### config.mk
export PLATFORM = sky130hd
export DESIGN_NAME = timer_entry
export DESIGN_NICKNAME = d
export VERILOG_FILES = /design/src/rtl/timer_entry.sv
export SDC_FILE = /design/constraint.sdc
export NUM_CORES = 1
export LEC_CHECK = 0
export CORE_MARGIN = 3
export CORE_UTILIZATION = 40
export DETAILED_ROUTE_END_ITERATION = 6
export PLACE_DENSITY = 0.78
export SYNTH_ARGS = -nofsm -noshare
export SYNTH_HDL_FRONTEND = slang
export SYNTH_SLANG_ARGS = --single-unit
### constraint.sdc
create_clock -name clk -period 1.8 [get_ports clk]
set_input_delay 0.18 -clock clk [delete_from_list [all_inputs] [get_ports clk]]
set_output_delay 0.18 -clock clk [all_outputs]
set_load 0.03 [all_outputs]
### src/rtl/timer_entry.sv
// timer_entry: keypad front end and cook-cycle sequencer for the microwave timer.
// Shifts digit keys into an MM:SS entry buffer, presents it as preset values to
// the down-counting digit stages, and gates their enable through LOAD/RUN/PAUSE.
//
// Ports
//   clk        in   system clock, rising edge
//   Cn         in   synchronous active-low reset
//   key_valid  in   high while a key is held (rising edge = one key event)
//   key_code   in   0-9 digit, 10 START, 11 CLEAR, 12-15 ignored
//   door_open  in   high while the door is open
//   timer_zero in   all counter digits at zero
//   sec_u/sec_t/min_u/min_t out  BCD preset digits
//   load_n     out  active-low load strobe to the counters
//   clr_n      out  active-low clear strobe to the counters
//   count_en   out  enable into the least-significant counter digit
//   done       out  one-cycle pulse at natural end of count
//
// state    | meaning
// ---------+---------------------------------------------------------------
// ST_IDLE  | accepting digits, CLEAR and START
// ST_LOAD  | one cycle with load_n low, counters take the presets
// ST_RUN   | counting; exits on zero, CLEAR or door open
// ST_PAUSE | door opened mid-run; counters hold until START or CLEAR
module timer_entry (
  input  logic       clk,
  input  logic       Cn,
  input  logic       key_valid,
  input  logic [3:0] key_code,
  input  logic       door_open,
  input  logic       timer_zero,
  output logic [3:0] sec_u,
  output logic [3:0] sec_t,
  output logic [3:0] min_u,
  output logic [3:0] min_t,
  output logic       load_n,
  output logic       clr_n,
  output logic       count_en,
  output logic       done
);

  typedef enum logic [1:0] {
    ST_IDLE  = 2'd0,
    ST_LOAD  = 2'd1,
    ST_RUN   = 2'd2,
    ST_PAUSE = 2'd3
  } state_t;

  localparam logic [3:0] KEY_START = 4'd10;
  localparam logic [3:0] KEY_CLEAR = 4'd11;

  state_t     state_q, state_d;
  logic [3:0] sec_u_q, sec_u_d;
  logic [3:0] sec_t_q, sec_t_d;
  logic [3:0] min_u_q, min_u_d;
  logic [3:0] min_t_q, min_t_d;
  logic       load_n_q, load_n_d;
  logic       clr_n_q, clr_n_d;
  logic       count_en_q, count_en_d;
  logic       done_q, done_d;
  logic       key_prev_q;

  logic kev;
  logic key_digit;
  logic key_start;
  logic key_clear;
  logic all_zero;

  // One action per press: only the rising edge of key_valid counts.
  assign kev       = key_valid & ~key_prev_q;
  assign key_digit = kev & (key_code <= 4'd9);
  assign key_start = kev & (key_code == KEY_START);
  assign key_clear = kev & (key_code == KEY_CLEAR);
  assign all_zero  = (sec_u_q == 4'd0) && (sec_t_q == 4'd0) &&
                     (min_u_q == 4'd0) && (min_t_q == 4'd0);

  always_comb begin
    state_d  = state_q;
    sec_u_d  = sec_u_q;
    sec_t_d  = sec_t_q;
    min_u_d  = min_u_q;
    min_t_d  = min_t_q;
    load_n_d = 1'b1;
    clr_n_d  = 1'b1;
    done_d   = 1'b0;

    case (state_q)
      ST_IDLE: begin
        if (key_digit) begin
          min_t_d = min_u_q;
          min_u_d = sec_t_q;
          sec_t_d = sec_u_q;
          sec_u_d = key_code;
        end else if (key_clear) begin
          sec_u_d = 4'd0;
          sec_t_d = 4'd0;
          min_u_d = 4'd0;
          min_t_d = 4'd0;
          clr_n_d = 1'b0;
        end else if (key_start && !door_open && !all_zero) begin
          // The tens-of-seconds counter is mod-6, so anything above 5 is clamped.
          if (sec_t_q > 4'd5) begin
            sec_t_d = 4'd5;
          end
          load_n_d = 1'b0;
          state_d  = ST_LOAD;
        end
      end

      ST_LOAD: begin
        state_d = ST_RUN;
      end

      ST_RUN: begin
        // A key event losing to a higher-priority exit is simply dropped.
        if (timer_zero) begin
          done_d  = 1'b1;
          sec_u_d = 4'd0;
          sec_t_d = 4'd0;
          min_u_d = 4'd0;
          min_t_d = 4'd0;
          state_d = ST_IDLE;
        end else if (key_clear) begin
          clr_n_d = 1'b0;
          sec_u_d = 4'd0;
          sec_t_d = 4'd0;
          min_u_d = 4'd0;
          min_t_d = 4'd0;
          state_d = ST_IDLE;
        end else if (door_open) begin
          state_d = ST_PAUSE;
        end
      end

      ST_PAUSE: begin
        if (key_clear) begin
          clr_n_d = 1'b0;
          sec_u_d = 4'd0;
          sec_t_d = 4'd0;
          min_u_d = 4'd0;
          min_t_d = 4'd0;
          state_d = ST_IDLE;
        end else if (key_start && !door_open) begin
          state_d = ST_RUN;
        end
      end

      default: begin
        state_d = ST_IDLE;
      end
    endcase

    // Enable is registered alongside the state so it is high exactly while in RUN.
    count_en_d = (state_d == ST_RUN);
  end

  always_ff @(posedge clk) begin
    if (!Cn) begin
      state_q    <= ST_IDLE;
      sec_u_q    <= 4'd0;
      sec_t_q    <= 4'd0;
      min_u_q    <= 4'd0;
      min_t_q    <= 4'd0;
      load_n_q   <= 1'b1;
      clr_n_q    <= 1'b0;  // held low through reset so the counters clear too
      count_en_q <= 1'b0;
      done_q     <= 1'b0;
      key_prev_q <= 1'b0;
    end else begin
      state_q    <= state_d;
      sec_u_q    <= sec_u_d;
      sec_t_q    <= sec_t_d;
      min_u_q    <= min_u_d;
      min_t_q    <= min_t_d;
      load_n_q   <= load_n_d;
      clr_n_q    <= clr_n_d;
      count_en_q <= count_en_d;
      done_q     <= done_d;
      key_prev_q <= key_valid;
    end
  end

  assign sec_u    = sec_u_q;
  assign sec_t    = sec_t_q;
  assign min_u    = min_u_q;
  assign min_t    = min_t_q;
  assign load_n   = load_n_q;
  assign clr_n    = clr_n_q;
  assign count_en = count_en_q;
  assign done     = done_q;

endmodule
==> metrics.md, run 1 <==
| Metric | Value |
|---|---|
| Critical Path Sink Type | `output port` |
| GRT Overall Usage | `17.4%` |
| CP required | `1.62 ns` |
| WP data arrival | `1.47 ns` |
| Vias in the first global route | `939` |
| Core Box Area | `2500 µm²` |
| Cell family with most CP delay | `buffers and inverters` |
| Final setup viols | `0` |
| Max Cap Violations | `0` |
| Hold Slack | `0.461 ns` |
| CTS H-tree lvls | `1` |
| Die ar. | `3300 µm²` |
| Setup Fix Bufs, Post-CTS | `0` |
| Final Max Slew Viols | `0` |
| Routed WL per cell | `17.1 µm` |
| GR Overflow Total | `0` |
| Synth top area cells | `dfxtp_1, a32o_1, buf_6, a221oi_2, and2_4` |
| CP cell instances | `clkdlybuf4s50_1` |
| Worst-case clock skew | `0.00691 ns` |
| First-pass GRT wire length | `4510 µm` |
| CTS tree | `built` |
| Layout cells sized above 1 | `17.6%` |
| Worst setup endpoint | `sec_t[2]` |
| Hold crit path type | `in2reg` |
| # fillers | `230` |
| Row cnt | `18` |
| First-pass detailed-route iteration total | `4` |
| Worst-margin pin slew | `0.385 ns` |
| Post-synthesis register bit count | `23` |
| Routed Antenna Nets | `0` |
| Total CTS buffers | `3` |
| Internal reg-to-reg setup slack | `0.32 ns` |
| Chip height | `57.5 µm` |
| RePlAce Congestion | `0.909` |
| Final Hold Vio Count | `0` |
| YS warnings | `0` |
| Leakage | `0.512 nW` |
| Boundary pin count | `29` |
| Clock-pin slew of the registers on the worst-case setup and hold paths | `0.14 ns` |
| CP startpoint | `sec_t[2]` |
| Status | `finished clean` |
| Leading area contributor after synthesis | `dfxtp_1` |
| Effective utilization at floorplan | `42.4%` |
| CP bufs+invs | `1` |
| Layout area overhead | `33.2%` |
| Tcrit/Tclk final | `91.5%` |
| Fmax | `0.607 GHz` |
| DP Worst Slack | `-0.0211 ns` |
| Mapped cell area | `1060 µm²` |
| Pwr/cell area | `691 nW/µm²` |
| Post-Syn Area per Cell | `10.7 µm²` |
| Setup ws final | `0.153 ns` |
| Root Buffer | `clkbuf_4` |
| Ys flop type | `dfxtp_1` |
| Crit path depth | `1` |
| Initial antenna violation count | `0` |
| Final setup TNS | `0 ns` |
| Critical Path Max Stage Delay | `0.71 ns` |
| # diodes | `0` |
| Crit start category | `register` |
| Die X | `57.5 µm` |
| Crit Path Class | `reg2out` |
| Post-cts sizing count | `0` |
| Via-per-instance ratio | `5.96` |
| Largest net degree at the start of global routing | `15` |
| HP Start | `key_valid` |
| Max clock buf depth | `2` |
| RSZ-0062 raised after global routing | `false` |
| Peak VDD IR | `0.584 mV` |
| Via Count | `959` |
| Worst R2R Start | `key_prev_q` |
| Worst-Skew Late Latency | `0.32 ns` |
| Relative slew slack | `74.3%` |
| Post-synth EDFFs | `0` |
| Synthesized net count | `108` |
| DRT Wirelength | `2750 µm` |
| DRT iter0 DRCs | `22` |
| R2R cell count | `4` |
| Most frequent cell after synthesis | `dfxtp_1` |
| Post-synth cell types | `37` |
| Crit path time final | `1.65 ns` |
| Sink Count | `23` |
| CP max stage cell | `clkdlybuf4s50_1` |
| Hpwl dp | `1960 µm` |
| Total power draw | `0.976 mW` |
| Port bufs | `28` |
| Worst-path maximum fanout | `5` |
| Sequential share of the synthesized area | `43.4%` |
| Hold-fix buffer count after cts | `0` |
| Synth cell count leaders | `dfxtp_1, a32o_1, a21oi_1, nor2_1, nor4_1` |
| Top cell type's share of synthesized area | `43.4%` |
| Synth Instances | `99` |
| R2r endpoint | `sec_t[2]` |
| Ys async rst share | `0%` |
| Final Net Count | `141` |
| Detailed-route DRC error count | `0` |
[layer usage]
| layer | up-vias | share of wire (%) | track usage [%] |
|---|---|---|---|
| met5 | - | 0 | 0 |
| met4 | 0 | 0.69 | 4.30 |
| met3 | 4 | 6.7 | 5.66 |
| met2 | 34 | 47 | 27.6 |
| met1 | 459 | 46 | 22.7 |
| li1 | 462 | - | - |
[how the worst min path moves through the flow]
stage / to / slack [ns] / cells after the start
final: key_prev_q / 0.46 / 2
after global routing: key_prev_q / 0.48 / 2
after CTS: key_prev_q / 0.46 / 2
after detailed placement: sec_t[2] / 0.51 / 2
after global placement: sec_t[2] / 0.52 / 2
after floorplan: state_q[0] / 0.29 / 1
[cell type report]
class,instances,area [µm²],area share (%)
tap,30,37.5,2.66
clock buffer,3,22.5,1.60
timing repair buffer,33,330,23.4
sequential,23,460,32.6
clock inverter,1,7.51,0.532
inverter,4,15.0,1.06
multi-input combinational,67,538,38.1
[state kept, by name, indices dropped and copies added (netlist names)]
register    count
count_en        1
state_q         2
sec_t           4
done            1
clr_n           1
min_u           4
min_t           4
sec_u           4
key_prev_q      1
load_n          1
[cell usage in the layout, fill, tap and decap left out, drive strengths merged]
cell,Yosys,routed
a21oi,4,4
nor2,4,4
nor3b,1,1
and2,4,4
a211oi,1,1
clkdlybuf4s50,0,28
nand2b,2,2
o21bai,1,1
o21ai,3,3
a21bo,1,1
and3,4,4
dfxtp,23,23
inv,4,4
and3b,1,1
o21a,1,1
a221oi,4,4
nand3b,1,1
a31oi,2,2
o32ai,2,2
nor4b,1,1
clkinvlp,0,1
and4bb,1,1
nor4,4,4
nand2,3,3
nand4,3,3
a32o,14,14
nand3,1,1
buf,5,5
a22oi,1,1
nor2b,3,3
clkbuf,0,3
[kinds of logic (layout without fill, tap and decap cells)]
| family | count (synthesis) | in the layout | share of synthesized area [%] |
|---|---|---|---|
| AOI/OAI and AO/OA | 34 | 34 | 28.7 |
| and+or+nand+nor | 33 | 33 | 22.1 |
| DFF | 23 | 23 | 43.4 |
| buffers and inverters | 9 | 41 | 5.79 |
[metrics by stage]
step,util (%),cells,area [µm²]
2_1_floorplan,-,99,1060
3_3_place_gp,55.3,157,1380
3_5_place_dp,55.3,157,1380
4_1_cts,56.5,161,1410
5_1_grt,56.5,161,1410
6_report,56.5,161,1410
[power breakdown]
part / switching [mW] / total [mW] / internal (mW)
logic: 0.0949 / 0.181 / 0.0863
registers: 0.0162 / 0.540 / 0.524
clock network: 0.170 / 0.255 / 0.0850
total: 0.281 / 0.976 / 0.695
Power figures use the tool's default switching activity.
==> run 2, diff against run 1 <==
Settings changed: CTS_BUF_LIST from default to sky130_fd_sc_hd__clkbuf_8 sky130_fd_sc_hd__clkbuf_16, SETUP_SLACK_MARGIN from default to 0.1.
==> run 2 against run 1 <==
Against the previous run: design area rose by 1.3%; critical endpoint is now sec_t[1]; sequential cell count did not move; largest power group unchanged; clock power rose by 32%; via count fell by 0.31%.
==> metrics.md, run 2 (same netlist as run 1, synthesis figures left out) <==
| Metric | Value |
|---|---|
| Setup Fix Bufs, Post-CTS | `0 (unchanged)` |
| GRT Overall Usage | `17.5% (was 17.4%)` |
| Crit Path Class | `reg2out (unchanged)` |
| Sink Count | `23 (unchanged)` |
| CTS H-tree lvls | `1 (unchanged)` |
| Reg power frac | `51.0% (was 55.3%)` |
| Worst R2R Start | `key_prev_q (unchanged)` |
| CTS tree | `built (unchanged)` |
| Final instance area | `1430 µm² (was 1410 µm²)` |
| CP bufs+invs | `1 (unchanged)` |
| Clock-pin slew of the registers on the worst-case setup and hold paths | `0.09 ns (was 0.14 ns)` |
| Non-filler cells, final | `161 (unchanged)` |
| Root Buffer | `clkbuf_8 (was clkbuf_4)` |
| Via Count | `956 (was 959)` |
| Switching power | `0.290 mW (was 0.281 mW)` |
| Hold Slack | `0.529 ns (was 0.461 ns)` |
| Routed Antenna Nets | `0 (unchanged)` |
| Leakage | `0.520 nW (was 0.512 nW)` |
| Via-per-instance ratio | `5.94 (was 5.96)` |
| Detailed-route DRC error count | `0 (unchanged)` |
| Critical Path Max Stage Delay | `0.71 ns (about the same)` |
| Max clock buf depth | `2 (unchanged)` |
| Total CTS buffers | `3 (unchanged)` |
| CP max stage cell | `clkdlybuf4s50_1 (unchanged)` |
| Layout cells sized above 1 | `17.6% (unchanged)` |
| Fmax | `0.632 GHz (was 0.607 GHz)` |
| Core Box Area | `2500 µm² (unchanged)` |
| Routed WL per cell | `16.9 µm (was 17.1 µm)` |
| Status | `finished clean (unchanged)` |
| Tcrit/Tclk final | `87.9% (was 91.5%)` |
| Switching share of power | `27.4% (was 28.8%)` |
| Core Util, Final | `57.2% (was 56.5%)` |
| Final setup viols | `0 (unchanged)` |
| Placed insts | `157 (unchanged)` |
| Final Max Slew Viols | `0 (unchanged)` |
| Clk pwr share | `31.9% (was 26.1%)` |
| Total power draw | `1.06 mW (was 0.976 mW)` |
| Cell family with most CP delay | `buffers and inverters (unchanged)` |
| Pwr/cell area | `738 nW/µm² (was 691 nW/µm²)` |
| Critical Path Sink Type | `output port (unchanged)` |
| Largest net degree at the start of global routing | `15 (unchanged)` |
| Chip height | `57.5 µm (unchanged)` |
| CP cell instances | `clkdlybuf4s50_1 (unchanged)` |
| Worst-case clock skew | `0.00304 ns (was 0.00691 ns)` |
| Crit start category | `register (unchanged)` |
| Final Hold Vio Count | `0 (unchanged)` |
| Final Net Count | `141 (unchanged)` |
| Worst-margin pin slew | `0.381 ns (was 0.385 ns)` |
| Crit path depth | `1 (unchanged)` |
| R2R cell count | `4 (unchanged)` |
| DRT iter0 DRCs | `13 (was 22)` |
| Setup ws final | `0.218 ns (was 0.153 ns)` |
| RePlAce Congestion | `0.909 (unchanged)` |
| First-pass GRT wire length | `4550 µm (was 4510 µm)` |
| Post-placement cell area | `1380 µm² (unchanged)` |
| Final setup TNS | `0 ns (unchanged)` |
| GR Overflow Total | `0 (unchanged)` |
| WP data arrival | `1.40 ns (was 1.47 ns)` |
| Worst setup endpoint | `sec_t[1] (was sec_t[2])` |
| Row cnt | `18 (unchanged)` |
| Worst-Skew Late Latency | `0.27 ns (was 0.32 ns)` |
| Relative slew slack | `74.6% (was 74.3%)` |
| Effective utilization at floorplan | `42.4% (unchanged)` |
| Layout area overhead | `34.9% (was 33.2%)` |
| Worst-path maximum fanout | `5 (unchanged)` |
| Die ar. | `3300 µm² (unchanged)` |
| Logic pwr share | `17.1% (was 18.6%)` |
| Hold-fix buffer count after cts | `0 (unchanged)` |
| Die X | `57.5 µm (unchanged)` |
| Hold crit path type | `in2reg (unchanged)` |
| Initial antenna violation count | `0 (unchanged)` |
| Post-cts sizing count | `0 (unchanged)` |
| Port bufs | `28 (unchanged)` |
| Crit path time final | `1.58 ns (was 1.65 ns)` |
| CP startpoint | `sec_t[1] (was sec_t[2])` |
| RSZ-0062 raised after global routing | `false (unchanged)` |
| DRT Wirelength | `2730 µm (was 2750 µm)` |
| Vias in the first global route | `944 (was 939)` |
| Peak VDD IR | `0.664 mV (was 0.584 mV)` |
| Max Cap Violations | `0 (unchanged)` |
| # diodes | `0 (unchanged)` |
| Most frequent cells in the layout | `clkdlybuf4s50_1, dfxtp_1, a32o_1 (unchanged)` |
| Commonest non-fill, non-tap cell in the layout | `clkdlybuf4s50_1 (unchanged)` |
| R2r endpoint | `sec_t[2] (unchanged)` |
| Boundary pin count | `29 (unchanged)` |
| First-pass detailed-route iteration total | `4 (unchanged)` |
| Internal reg-to-reg setup slack | `0.35 ns (was 0.32 ns)` |
| Hpwl dp | `1960 µm (unchanged)` |
| Int Power | `0.766 mW (was 0.695 mW)` |
| CP required | `1.62 ns (about the same)` |
| DP Worst Slack | `-0.0211 ns (unchanged)` |
run 2: cell counts in the layout (fill, tap and decap cells not counted):
No cell type changed its count.
run 2: cell type report:
| type | instances | area [µm²] |
|---|---|---|
| clock inverters | 1 | 7.51 |
| multi-input cells | 67 | 538 |
| flip-flops and latches | 23 | 460 |
| well taps | 30 | 37.5 |
| clock buffers | 3 | 41.3 |
| fillers | 226 | 1070 |
| repair buffers | 33 | 330 |
| inverters | 4 | 15.0 |
run 2: power by group through the flow:
stage / clock, mW / combinational, mW / sequential, mW
finish: 0.336 / 0.181 / 0.539
global route: 0.358 / 0.193 / 0.542
CTS: 0.343 / 0.180 / 0.539
detailed placement: 0 / 0.179 / 0.551
global placement: 0 / 0.178 / 0.551
floorplan: 0 / 0.0811 / 0.573
run 2: per-layer routing:
| metal | share of wire, % | wire length [µm] | GRT usage [%] |
|---|---|---|---|
| met1 | 45 | 1220 | 22.7 |
| met2 | 48 | 1300 | 28.1 |
| met3 | 6.6 | 179 | 5.66 |
| met4 | 0.73 | 20 | 4.30 |
| met5 | 0 | 0 | 0 |
run 2: worst min-delay path by stage:
stage | depth (start not counted) | startpoint | to | slack [ns]
6_report | 2 | key_valid | key_prev_q | 0.53
5_1_grt | 2 | key_valid | key_prev_q | 0.55
4_1_cts | 2 | key_valid | key_prev_q | 0.53
3_5_place_dp | 2 | sec_t[2] | sec_t[2] | 0.51
3_3_place_gp | 2 | sec_t[2] | sec_t[2] | 0.52
2_1_floorplan | 1 | Cn | state_q[0] | 0.29
